==> src/rtl/tick_gen_pkg.sv <==
// Shared constants and types for the tick generator channels.
package tick_gen_pkg;

  localparam int unsigned DEFAULT_DIV_1MS = 100000;
  localparam int unsigned DIV_1S          = 100000000;
  localparam int unsigned DIV_REFRESH     = 100000;
  localparam int unsigned CNT_W_DEFAULT   = 28;

  // What a channel does on a given edge, in priority order.
  typedef enum logic [1:0] {
    ACT_HOLD,
    ACT_RUN,
    ACT_STOP,
    ACT_CLEAR
  } ch_act_e;

endpackage

==> src/rtl/tick_channel.sv <==
// One divider channel: counter, active/pending divisor and apply logic.
module tick_channel
  import tick_gen_pkg::*;
#(
  parameter int unsigned CNT_W       = CNT_W_DEFAULT,
  parameter int unsigned DEFAULT_DIV = DEFAULT_DIV_1MS
) (
  input  logic             clk_in,
  input  logic             rst_n,
  input  logic             enable,
  input  logic             clear,
  input  logic             div_wr,
  input  logic [CNT_W-1:0] div_data,
  output logic             div_busy,
  output logic             tick,
  output logic             clk_out
);

  localparam logic [CNT_W-1:0] RST_DIV = CNT_W'(DEFAULT_DIV);

  logic [CNT_W-1:0] cnt;
  logic [CNT_W-1:0] active_div;
  logic [CNT_W-1:0] pending_div;
  logic             busy;

  ch_act_e          act;
  logic             wrap;
  logic             apply_slot;
  logic [CNT_W-1:0] cnt_nx;
  logic             tick_nx;
  logic             clk_nx;

  // Select this edge's action and compute next counter/output values.
  always_comb begin
    act     = ACT_HOLD;
    cnt_nx  = cnt;
    tick_nx = 1'b0;
    clk_nx  = clk_out;
    if (clear)                act = ACT_CLEAR;
    else if (active_div == '0) act = ACT_STOP;
    else if (enable)          act = ACT_RUN;

    wrap = (cnt == (active_div - CNT_W'(1)));
    // Every cycle other than a mid-period run cycle is a safe point to swap divisors.
    apply_slot = (act != ACT_RUN) || wrap;

    case (act)
      ACT_CLEAR: begin
        cnt_nx = '0;
        clk_nx = 1'b0;
      end
      ACT_STOP: begin
        cnt_nx = '0;
      end
      ACT_RUN: begin
        if (wrap) begin
          cnt_nx  = '0;
          tick_nx = 1'b1;
          clk_nx  = ~clk_out;
        end else begin
          cnt_nx = cnt + CNT_W'(1);
        end
      end
      default: begin
        cnt_nx = cnt;
      end
    endcase
  end

  // Counter and registered outputs.
  always_ff @(posedge clk_in or negedge rst_n) begin
    if (!rst_n) begin
      cnt     <= '0;
      tick    <= 1'b0;
      clk_out <= 1'b0;
    end else begin
      cnt     <= cnt_nx;
      tick    <= tick_nx;
      clk_out <= clk_nx;
    end
  end

  // Divisor registers; a write landing on an apply slot bypasses the pending stage.
  always_ff @(posedge clk_in or negedge rst_n) begin
    if (!rst_n) begin
      active_div  <= RST_DIV;
      pending_div <= RST_DIV;
      busy        <= 1'b0;
    end else if (div_wr) begin
      pending_div <= div_data;
      if (apply_slot) begin
        active_div <= div_data;
        busy       <= 1'b0;
      end else begin
        busy <= 1'b1;
      end
    end else if (apply_slot && busy) begin
      active_div <= pending_div;
      busy       <= 1'b0;
    end
  end

  assign div_busy = busy;

endmodule

==> src/rtl/tick_generator.sv <==
// Multi-channel programmable tick / clock-enable generator.
module tick_generator
  import tick_gen_pkg::*;
#(
  parameter int unsigned NUM_CH      = 4,
  parameter int unsigned CNT_W       = CNT_W_DEFAULT,
  parameter int unsigned DEFAULT_DIV = DEFAULT_DIV_1MS,
  parameter int unsigned SEL_W       = (NUM_CH > 1) ? $clog2(NUM_CH) : 1
) (
  input  logic              clk_in,
  input  logic              rst_n,
  input  logic [NUM_CH-1:0] enable,
  input  logic [NUM_CH-1:0] clear,
  input  logic              div_wr,
  input  logic [SEL_W-1:0]  div_sel,
  input  logic [CNT_W-1:0]  div_data,
  output logic [NUM_CH-1:0] div_busy,
  output logic [NUM_CH-1:0] tick,
  output logic [NUM_CH-1:0] clk_out
);

  logic [NUM_CH-1:0] wr_vec;

  // Decode the write strobe per channel; out-of-range selects match nothing.
  for (genvar i = 0; i < NUM_CH; i++) begin : g_ch
    assign wr_vec[i] = div_wr && (div_sel == SEL_W'(i));

    tick_channel #(
      .CNT_W       (CNT_W),
      .DEFAULT_DIV (DEFAULT_DIV)
    ) u_ch (
      .clk_in   (clk_in),
      .rst_n    (rst_n),
      .enable   (enable[i]),
      .clear    (clear[i]),
      .div_wr   (wr_vec[i]),
      .div_data (div_data),
      .div_busy (div_busy[i]),
      .tick     (tick[i]),
      .clk_out  (clk_out[i])
    );
  end

endmodule

==> config.mk <==
export PLATFORM = sky130hd
export DESIGN_NAME = tick_generator
export DESIGN_NICKNAME = d
export VERILOG_FILES = /design/src/rtl/tick_gen_pkg.sv /design/src/rtl/tick_channel.sv /design/src/rtl/tick_generator.sv
export SDC_FILE = /design/constraint.sdc
export NUM_CORES = 1
export LEC_CHECK = 0
export BUFFER_PORTS_ARGS = -buffer_cell sky130_fd_sc_hd__buf_2
export CAP_MARGIN = 15
export CORE_MARGIN = 2
export CORE_UTILIZATION = 35
export CTS_BUF_LIST = sky130_fd_sc_hd__clkbuf_4 sky130_fd_sc_hd__clkbuf_8
export DETAILED_ROUTE_END_ITERATION = 10
export GPL_TIMING_DRIVEN = 0
export PLACE_DENSITY = 0.52
export SLEW_MARGIN = 20
export SYNTH_ARGS = -nofsm -noshare
export SYNTH_HDL_FRONTEND = slang
export SYNTH_HIERARCHICAL = 1
export SYNTH_SLANG_ARGS = --single-unit
==> constraint.sdc <==
create_clock -name clk_in -period 4.7 [get_ports clk_in]
set_input_delay 0.47 -clock clk_in [delete_from_list [all_inputs] [get_ports clk_in]]
set_output_delay 0.47 -clock clk_in [all_outputs]
set_load 0.02 [all_outputs]
# After elaboration in Yosys (flattened, before gate mapping)
# Cells that the tools add are included.
# word_totals
ff_bits,348
inputBits,41
out_inout_bits,12
word_cells,168
# classes
addsub,8
eq_ne,31
n_mux,60
n_bitwise,4
n_reduce_logical,41
# op_table
cell,count
2-to-1 mux 28 bit,16
one-hot mux 28 bit (2 select lines),4
"adder 28 x 1 -> 28 bit, second input constant",4
equality test 28 bit,4
logical NOT 28 bit,4
"subtractor 28 x 1 -> 28 bit, second input constant",4
2-to-1 mux 1 bit,28
nonzero test 2 bit,12
"equality test 2 bit, second input constant",10
2-to-1 mux 2 bit,8
"!= test 2 x 1 -> 1 bit, second input constant",8
AND reduction 2 bit,8
"equality test 2 x 1 -> 1 bit, second input constant",5
logical AND 1 bit,8
"!= test 2 bit, second input constant",4
one-hot mux 1 bit (2 select lines),4
OR reduction 2 bit,4
logical OR 1 bit,4
NOT 1 bit,4
logical NOT 2 bit,1

# Depth between registers and ports, before layout
# logic_depth
depth_word,8
mapped_depth,13
depth_no_buf,10

# Hierarchy
# Netlist, hierarchy kept.
# modules_own_cells
mod,instances,cells_per_inst,area_per_inst_um2,seq_area_each_um2
tick_channel (g_ch[2].u_ch ...),2,496,5016.1,2192.1
tick_channel (g_ch[0].u_ch ...),2,466,4962.3,2192.1
tick_generator,1,4,37.5,0.0

# Worst setup path before layout
# OpenSTA, ideal clock, no wires.
# synth_timing
path_kind,flip-flop to flip-flop
startpoint,register g_ch[2].u_ch.active_div[2]
endpoint,register g_ch[2].u_ch.active_div[0]
setup_time_ns,0.127
t_arrival_ns,3.453
required_ns,4.573
slack_ns,1.120
stages_incl_launch_ff,11
n_path_buf,2
period_less_slack_ns,3.580
cell_sequence,dfrtp_1 -> buf_2 -> nor4_2 -> nand4_2 -> a2111o_1 -> a2111oi_0 -> nand4_1 -> or4b_4 -> a21oi_4 -> buf_6 -> mux2_1
# synth_via
elab_chain_cells,8
elab_cells_between_ends,11
cone_classes,add/sub (1); eq/ne (3); mux (2); reduce/logical (5)
# synth_rtl
element,line_no,rtl
start: declaration,tick_channel.sv:22,logic [CNT_W-1:0] active_div;
start signal: assignment,tick_channel.sv:92,active_div <= div_data;
start signal: assignment,tick_channel.sv:98,active_div <= pending_div;
branches (longest 4 deep; another with subtractor 28 x 1 -> 28 bit),--,
logical OR 1 bit *,tick_channel.sv:45,apply_slot = (act != ACT_RUN) || wrap;
logical AND 1 bit,tick_channel.sv:97,end else if (apply_slot && busy) begin
nonzero test 2 bit (no source line),--,
AND reduction 2 bit (no source line) *,--,
# Every way passes the cells marked *.
# A chain may end at the register's enable or synchronous reset.

# Final worst setup path
# Same ends and word-level chain as after synthesis.

==> out/metrics.yaml <==
status: "completed"
drive_above_1_share_pct: 23.1
cell_internal_pwr_mw: 6.75
tightest_slew_ns: 0.905
seq_area_frac_synth_pct: 43.9
fp.dieW_um: 243
synth_ff_type: "dfrtp_1"
crit_path_end_kind: "register"
ys_ff_latch: 348
place_congestion: 0.855
hpwl_mm: 38.0
pwr-share-comb_pct: 27.2
io_buffers: 52
fillers: 5527
power_leakage_nw: 9.06
hold_ws_ns: 0.100
hold_viol: 0
synth_fp_nets: 1977
critical_path_class: "reg2reg"
firstDrtPassIters: 7
swShare_pct: 33.2
track_usage_pct: 17.7
seq_power_share_pct: 41.6
fin_crit_sh_pct: 91.9
vias: 15400
grt_max_degree: 99
crit_arrival_ns: 4.86
synth_top_family_by_area: "simple AND/OR/NAND/NOR gates"
startpoint_type: "register"
synthArstFlopShare_pct: 100
io_pins: 53
seq_area_sq_mm: 0.00877
synthCells: 1928
rsz0062_at_grt: "no"
power_density_mw_per_mm2: 446
cts.sinks: 348
synth-compound-area-share_pct: 10.1
cts_max_level: 2
peakVddDrop_mv: 0.202
slew_viol_final: 0
muxShareOfSynthArea_pct: 13.8
cts_made_buffers: 59
initial_core_util_pct: 35.5
worstPathCellList: "buf_2 > nor4_2 > nand4_2 > a2111o_1 > a2111oi_0 > nand4_1 > or4b_4 > a21oi_4 > buf_6 > mux2_1"
max_clock_freq_mhz: 232
root_buffer: "clkbuf_8"
crit_slowest_cell: "or4b_4"
overflow: 0
fp.dieH_um: 243
post_cts_buffers: 0
grt_pass1_wl_mm: 84.3
cts_buffer_depth: 3
drv_cap: 0
routed_wl_mm: 52.2
clkPwrFrac_pct: 31.2
antenna_found_initial: 4
syn_avg_cell_area_sq_um: 10.4
ant_nets: 0
yosysWarnings: 6
multiInputGateArea_sq_mm: 0.0106
hold_class: "in2reg"
clkTransAtPathRegs_ns: 0.07
layout.nets: 2094
grt_pass1_vias: 15300
path_max_fanout: 10
slew_headroom_pct: 39.4
cp.required_ns: 5.24
finalSetupViolCount: 0
rows: 87
fin_crit_ns: 4.32
die_area_sq_mm: 0.0591
synth-edff-count: 0
fin_tns_setup_ns: 0
p_sw_mw: 3.36
wl_per_cell_um: 18.3
drtIter0Drc: 1090
cpPeakStageDelay_ns: 0.61
ys_types: 83
core_area_sq_mm: 0.0564
viasPerCell: 5.40
syn_to_final_growth_pct: 13.5
synthesis.area_sq_mm: 0.0200
synthXorXnorAreaFrac_pct: 7.27
fin_skew_ns: 0.0229
yosys.area_share.simple_pct: 21.3
cts_tree: "built"
synth_fa_ha_area_share_pct: 0.501
drc: 0
clk_latency_ns: 0.68
power groups by stage:
stage          Combinational (mW)  Clock [mW]  Sequential (mW)
2_1_floorplan                2.15           0             4.05
3_3_place_gp                 2.67           0             4.23
3_5_place_dp                 2.74           0             4.25
4_1_cts                      2.76        3.27             4.20
5_1_grt                      3.07        3.40             4.30
6_report                     2.76        3.16             4.20
final timing paths:
check                           depth (start not counted)  slack (ns)                              startpoint                                      to
worst max-delay path                                   10        0.38  g_ch[2].u_ch/active_div[2]$_DFFE_PN0P_  g_ch[2].u_ch/active_div[0]$_DFFE_PN0P_
worst min register to register                          1        0.47        g_ch[0].u_ch/clk_out$_DFFE_PN0P_        g_ch[0].u_ch/clk_out$_DFFE_PN0P_
min in group asynchronous                               2        0.34                                   rst_n        g_ch[2].u_ch/cnt[14]$_DFFE_PN0P_
worst min-delay path                                    3        0.10                                clear[1]        g_ch[1].u_ch/clk_out$_DFFE_PN0P_
max in group asynchronous                               4        3.02                                   rst_n        g_ch[1].u_ch/cnt[17]$_DFFE_PN0P_
worst max register to register                         10        0.38  g_ch[2].u_ch/active_div[2]$_DFFE_PN0P_  g_ch[2].u_ch/active_div[0]$_DFFE_PN0P_
what timing repair did:
| action | CTS | global route |
|---|---|---|
| endpoints found under the hold margin | 65 | 0 |
| gates resized for setup | 0 | 1 |
| endpoints found under the setup margin | 0 | 2 |
| hold buffers | 1 | 0 |
critical path, delay by kind of cell (launching register included):
| kind | cells | cell delay, ns |
|---|---|---|
| DFF | 1 | 0.35 |
| AOI/OAI and AO/OA | 3 | 1.37 |
| and+or+nand+nor | 4 | 1.71 |
| buffers and inverters | 2 | 0.42 |
| muxes | 1 | 0.33 |
through the flow:
stage	std cells	utilization (%)	power [mW]	cell area, sq um	worst slack [ns]
after floorplan	1928	-	6.20	20000	1.12
after global placement	2736	37.6	6.90	21200	-3.58
after detailed placement	2739	37.8	6.98	21300	0.393
after CTS	2852	40.2	10.2	22700	0.365
after global routing	2853	40.3	10.8	22700	0.0507
final	2853	40.3	10.1	22700	0.381
cells in the final DEF, fill, tap and decap left out, types with 16 or more instances in the layout:
cell / count
mux2_4: 40
nor3_1: 102
xnor2_1: 108
mux2_1: 40
nand4_1: 68
or3_1: 26
nor2_1: 118
nand4b_1: 16
clkbuf_8: 77
clkbuf_1: 74
a21oi_1: 24
clkbuf_4: 18
or2_2: 16
mux2_2: 144
nand3_1: 58
buf_2: 57
or4_1: 16
dfstp_2: 48
o21ai_0: 68
xor2_1: 58
nor4_1: 37
and3_1: 42
inv_1: 50
o311ai_0: 26
nand2_1: 136
dfrtp_1: 300
a22oi_1: 16
synthesized netlist by cell type (42+ instances only):
library cell	instances	area, sq um
and3_1	42	263
clkbuf_1	74	278
dfrtp_1	300	7510
dfstp_2	48	1260
inv_1	50	188
mux2_2	144	1620
nand2_1	136	510
nand3_1	58	290
nand4_1	68	425
nor2_1	118	443
nor3_1	102	510
o21ai_0	68	340
xnor2_1	108	946
xor2_1	58	508
layout make-up:
class | count | area share [%]
buffer | 100 | 2.05
timing repair buffer | 56 | 1.60
sequential | 348 | 38.6
clock buffer | 95 | 5.26
tap | 756 | 4.17
inverter | 50 | 0.827
clock inverter | 17 | 0.860
antenna | 1 | 0.0110
multi-input combinational | 1430 | 46.6
registers in the layout (all words and copies together) (netlist names):
signal                 count
g_ch.u_ch/tick             4
g_ch.u_ch/cnt            112
g_ch.u_ch/pending_div    112
g_ch.u_ch/div_busy         4
g_ch.u_ch/active_div     112
g_ch.u_ch/clk_out          4
layer usage:
metal,track usage (%),part of all wire (%)
met5,0,0.044
met4,6.77,3.5
met3,2.66,3.3
met2,29.1,47
met1,23.5,46
cells by family (layout without fill, tap and decap cells):
logic type      after synthesis  in the layout
compound gates              272            272
xor+xnor                    166            166
fa+ha+maj                     8              8
buf+inv                     150            318
flops                       348            348
mux                         232            232
other cells                   0              1
simple gates                752            752
Power figures use the tool's default switching activity.
